[config.mk]
export PLATFORM = sky130hd
export DESIGN_NAME = ets_edge_tdc
export DESIGN_NICKNAME = d
export VERILOG_FILES = /design/src/rtl/ets_pkg.sv /design/src/rtl/ets_edge_prienc.sv /design/src/rtl/ets_edge_tdc.sv
export SDC_FILE = /design/constraint.sdc
export NUM_CORES = 1
export LEC_CHECK = 0
export ABC_AREA = 1
export CORE_MARGIN = 2
export CORE_UTILIZATION = 50
export DETAILED_ROUTE_END_ITERATION = 8
export HOLD_SLACK_MARGIN = 0.08
export PLACE_DENSITY_LB_ADDON = 0.2
export SYNTH_ARGS = -nofsm -noshare
export SYNTH_HDL_FRONTEND = slang
export SYNTH_SLANG_ARGS = --single-unit
[constraint.sdc]
create_clock -name adc_clk -period 3.62 [get_ports adc_clk]
set_input_delay 0.543 -clock adc_clk [delete_from_list [all_inputs] [get_ports adc_clk]]
set_output_delay 0.543 -clock adc_clk [all_outputs]
set_load 0.01 [all_outputs]
[src/rtl/ets_pkg.sv]
// Shared types and constants for the equivalent-time-sampling edge TDC:
// FSM state encoding, default geometry and the timeout timestamp code.
package ets_pkg;

  typedef enum logic [1:0] {
    IDLE   = 2'd0,
    SEARCH = 2'd1,
    HOLD   = 2'd2
  } state_e;

  localparam int LANES_DEF = 4;
  localparam int CNT_W_DEF = 12;

  // Timestamps are CNT_W+3 bits wide; a timeout reports all ones.
  function automatic logic [31:0] timeout_code(input int cnt_w);
    return (32'd1 << (cnt_w + 3)) - 32'd1;
  endfunction

endpackage

[src/rtl/ets_edge_prienc.sv]
// Combinational priority finder for the earliest 0->1 transition in {prev, word}.
// Bit LANES is the previous (oldest) sample; a higher index means an earlier sample.
module ets_edge_prienc
  import ets_pkg::*;
#(
  parameter int LANES = LANES_DEF
) (
  input  logic [LANES:0] vec,
  output logic           found,
  output logic [2:0]     idx
);

  // Ascending scan so the highest (earliest) matching index is the one left standing.
  always_comb begin
    found = 1'b0;
    idx   = 3'd0;
    for (int i = 0; i < LANES; i++) begin
      if (vec[i] && !vec[i+1]) begin
        found = 1'b1;
        idx   = 3'(i);
      end
    end
  end

endmodule

[src/rtl/ets_edge_tdc.sv]
// Armed first-edge timestamper over LANES-wide sample words; result one cycle after the edge word, held under ts_valid/ts_ready.
// ETS_FALLING_EDGE_EN adds edge_sel/ts_edge for falling-edge measurements.
module ets_edge_tdc
  import ets_pkg::*;
#(
  parameter int LANES     = LANES_DEF,
  parameter int CNT_W     = CNT_W_DEF,
  parameter int MAX_WORDS = 4095
) (
  input  logic             adc_clk,
  input  logic             reset,
  input  logic             arm,
  input  logic [7:0]       data_in,
  input  logic             data_ce,
`ifdef ETS_FALLING_EDGE_EN
  input  logic             edge_sel,
  output logic             ts_edge,
`endif
  output logic             ts_valid,
  input  logic             ts_ready,
  output logic [CNT_W+2:0] ts_data,
  output logic             ts_timeout,
  output logic             busy
);

  localparam int TS_W = CNT_W + 3;
  localparam logic [TS_W-1:0]  TS_TIMEOUT = TS_W'(timeout_code(CNT_W));
  localparam logic [CNT_W-1:0] LAST_WORD  = CNT_W'(MAX_WORDS - 1);

  state_e           state_q, state_d;
  logic [CNT_W-1:0] word_cnt_q, word_cnt_d;
  logic             prev_bit_q, prev_bit_d;
  logic [TS_W-1:0]  ts_data_q, ts_data_d;
  logic             ts_timeout_q, ts_timeout_d;
  logic             edge_sel_q, edge_sel_d;

  logic             arm_sel;
  logic [LANES:0]   search_vec;
  logic             found;
  logic [2:0]       idx;
  logic [TS_W-1:0]  word_base;
  logic             unused_data;

`ifdef ETS_FALLING_EDGE_EN
  assign arm_sel = edge_sel;
`else
  assign arm_sel = 1'b0;
`endif

  assign unused_data = ^data_in;

  // prev_bit is kept in the raw sense; inversion covers it too, so falling mode searches rising edges.
  assign search_vec = {prev_bit_q, data_in[LANES-1:0]} ^ {(LANES+1){edge_sel_q}};
  assign word_base  = {3'b000, word_cnt_q} * TS_W'(LANES);

  ets_edge_prienc #(.LANES(LANES)) u_prienc (
    .vec   (search_vec),
    .found (found),
    .idx   (idx)
  );

  always_ff @(posedge adc_clk) begin
    if (reset) begin
      state_q      <= IDLE;
      word_cnt_q   <= '0;
      prev_bit_q   <= 1'b1;
      ts_data_q    <= '0;
      ts_timeout_q <= 1'b0;
      edge_sel_q   <= 1'b0;
    end else begin
      state_q      <= state_d;
      word_cnt_q   <= word_cnt_d;
      prev_bit_q   <= prev_bit_d;
      ts_data_q    <= ts_data_d;
      ts_timeout_q <= ts_timeout_d;
      edge_sel_q   <= edge_sel_d;
    end
  end

  always_comb begin
    state_d      = state_q;
    word_cnt_d   = word_cnt_q;
    prev_bit_d   = prev_bit_q;
    ts_data_d    = ts_data_q;
    ts_timeout_d = ts_timeout_q;
    edge_sel_d   = edge_sel_q;
    case (state_q)
      IDLE: begin
        if (arm) begin
          state_d    = SEARCH;
          word_cnt_d = '0;
          edge_sel_d = arm_sel;
          prev_bit_d = ~arm_sel;
        end
      end
      SEARCH: begin
        if (data_ce) begin
          if (found) begin
            state_d      = HOLD;
            ts_data_d    = word_base + TS_W'(LANES - 1) - {{CNT_W{1'b0}}, idx};
            ts_timeout_d = 1'b0;
          end else begin
            prev_bit_d = data_in[0];
            word_cnt_d = word_cnt_q + CNT_W'(1);
            if (word_cnt_q == LAST_WORD) begin
              state_d      = HOLD;
              ts_data_d    = TS_TIMEOUT;
              ts_timeout_d = 1'b1;
            end
          end
        end
      end
      HOLD: begin
        if (ts_ready) state_d = IDLE;
      end
      default: state_d = IDLE;
    endcase
  end

  always_comb begin
    ts_valid   = (state_q == HOLD);
    busy       = (state_q != IDLE);
    ts_data    = ts_data_q;
    ts_timeout = ts_timeout_q;
`ifdef ETS_FALLING_EDGE_EN
    ts_edge    = edge_sel_q;
`endif
  end

endmodule
==> qor.csv <==
metric,value,unit
status,"finished, final reports clean",
power.density,303,nW/um2
antenna_left,0,
finalSetupViolCount,0,
num_antenna_cells,0,
syn-cell-area,2320,um2
clkPwrFrac,0.436,
design_area,2730,um2
portBuffers,26,
max-slew-margin-rel,0.603,
cts_made_buffers,5,
first_pass_iters,6,
setup.worst_path.class,primary input to flip-flop,
grt_pass1_vias,2027,
path_depth,7,
area_growth,17.7,%
synth-main-ff-cell,dfxtp_1,
yosysWarnings,0,
cp_slowest_cell,clkdlybuf4s50_1,
cts_tree,built,
start_util,0.526,
syn_avg_cell_area,6.36,um2
p_switching,0.208,mW
drt-met1-wl,2460,um
nNetsFinal,429,
ys_async_sr_fraction,0,
htree_levels,2,
die_w,72.1,um
timing.final.crit_share,0.554,
fin_cells,446,
cp_max_fo,11,
period_needed,2.01,ns
synth_nets,401,
dp.cells,438,
grt_start_max_net_pins,22,
fin_util,0.619,
yosysUniqueCellTypes,27,
cts.path.max_buffers,2,
cp_slowest_stage_delay,0.58,ns
num_rows,24,
num_vias,2244,
crit_arrival,2.22,ns
p_sw_frac,0.252,
drv_slew,0,
rr_worst_depth,9,
cts_resized,0,
power_leakage,1.37,nW
wl_met3,170,um
hold_violations,0,
crit_required,3.84,ns
critPathCaptureType,flip-flop,
placed_area,2610,um2
cp_top_family,compound AO/OA/AOI/OAI gates,
p_total,0.827,mW
power.internal,0.619,mW
wl_met2,2570,um
min_path_type,flip-flop to flip-flop,
drc_errors,0,
dpl.hpwl,3880,um
topRoutingLayerUsed,met4,
postCtsSetupBuffers,0,
fmax,499,MHz
synth-seq-cells,31,
crit_buf_inv,3,
wl,5270,um
ys_seq_area_frac,0.268,
ctsHoldBuffers,0,
drt-vias-per-instance,5.03,
layout_common_cells,"nand2_1 (114), inv_1 (70), a21oi_1 (33)",
clock_latency,0.29,ns
grtUsageTotal,0.218,
mostFrequentLayoutCell,nand2_1,
startpoint_type,primary input,
path_clk_slew,0.07,ns
rsz0062_at_grt,false,
path_cells,"clkdlybuf4s50_1, inv_1, o21ai_4, inv_2, a21oi_2, nand3_1, a21oi_1",
pin_count,31,
fin_tns_setup,0,ns
grt_remaining_overflow,0,
drv_cap,0,
dieArea,5200,um2
seqPwrFrac,0.434,
drt_iter0_drc,94,
synthCells,365,
worst_hold_path.num_cells,2,
grt_pass1_wl,9000,um
wire_per_inst,11.8,um
cts_sinks,31,
power_frac_comb,0.130,
antenna_found_initial,0,
synth-edff-count,0,
skew,0.00492,ns
worst_slew_pin_slew,0.596,ns
cts_root_buf,clkbuf_8,
core_area,4410,um2
ir_worst_vdd,0.225,mV
gp_congestion,0.848,
die_h,72.1,um
drive_above_1_share,0.0508,
-- path summary, 6_finish.rpt --
path	startpoint	to	slack, ns
min reg2reg	ts_timeout$_SDFFE_PP0P_	ts_timeout$_SDFFE_PP0P_	0.45
min	ts_timeout$_SDFFE_PP0P_	ts_timeout$_SDFFE_PP0P_	0.45
max	data_ce	word_cnt_q[8]$_SDFFE_PP0P_	1.61
max reg2reg	word_cnt_q[4]$_SDFFE_PP0P_	ts_data[9]$_SDFFE_PP0P_	1.71
-- through the flow --
stage / hold slack, ns / setup slack, ns
after detailed placement: 0.440 / 1.33
final: 0.446 / 1.61
after global routing: 0.487 / 1.47
after CTS: 0.450 / 1.60
after global placement: 0.437 / 1.35
after floorplan: 0.445 / 2.00
-- logic make-up (layout without fill, tap and decap cells) --
| family | after synthesis | count (layout) | share of synthesized area |
|---|---|---|---|
| AO/OA/AOI/OAI | 44 | 44 | 0.105 |
| buffers and inverters | 78 | 107 | 0.135 |
| adder cells (fa/ha/maj) | 23 | 23 | 0.124 |
| XOR/XNOR | 12 | 12 | 0.0453 |
| flip-flops | 31 | 31 | 0.268 |
| AND/OR/NAND/NOR | 177 | 177 | 0.323 |
-- routing by layer --
metal,GRT usage,up-vias
li1,-,1174
met1,0.272,1024
met2,0.376,41
met3,0.0431,5
met4,0.0692,0
met5,0,-
-- synth_stat cells, types with 2 or more instances --
library cell	n	area, um2
and2_1	2	12.5
nor2_1	29	109
dfxtp_1	31	621
nand3_2	4	40.0
ha_1	23	288
a21oi_1	33	165
o21ai_0	5	25.0
a21oi_2	3	26.3
nand3b_1	3	22.5
xnor2_1	3	26.3
inv_1	70	263
buf_6	2	22.5
nand3_1	15	75.1
clkbuf_1	3	11.3
xor2_1	9	78.8
nand2_1	114	428
nand4_1	6	37.5
-- sequential cells by signal, indices dropped and copies added (netlist names) --
register    flops
ts_data        15
word_cnt_q     12
state_q         2
prev_bit_q      1
ts_timeout      1
-- power by group through the flow --
stage / Sequential, mW / Combinational [mW] / Clock, mW
detailed placement: 0.367 / 0.108 / 0
global placement: 0.367 / 0.107 / 0
finish: 0.359 / 0.108 / 0.360
CTS: 0.359 / 0.109 / 0.367
global route: 0.360 / 0.120 / 0.378
floorplan: 0.371 / 0.0622 / 0
-- final cells by class --
| type | instances | area, um2 |
|---|---|---|
| Clock buffer | 6 | 82.6 |
| Timing Repair Buffer | 27 | 268 |
| Multi-Input combinational cell | 256 | 1390 |
| Inverter | 72 | 275 |
| Clock inverter | 2 | 35.0 |
| Fill cell | 436 | 1680 |
| Tap cell | 52 | 65.1 |
| Sequential cell | 31 | 621 |
-- worst register-to-register path, stage by stage, from the launching register on --
cell and delay, ns:
dfxtp_1 0.47, inv_1 0.08, ha_1 0.38, nand2_1 0.11, o21ai_0 0.36, nand2_1 0.12
nand2_1 0.08, nand2_1 0.05, a21oi_1 0.12, nor2_1 0.05
No activity file was read; power rests on OpenSTA's default activity.
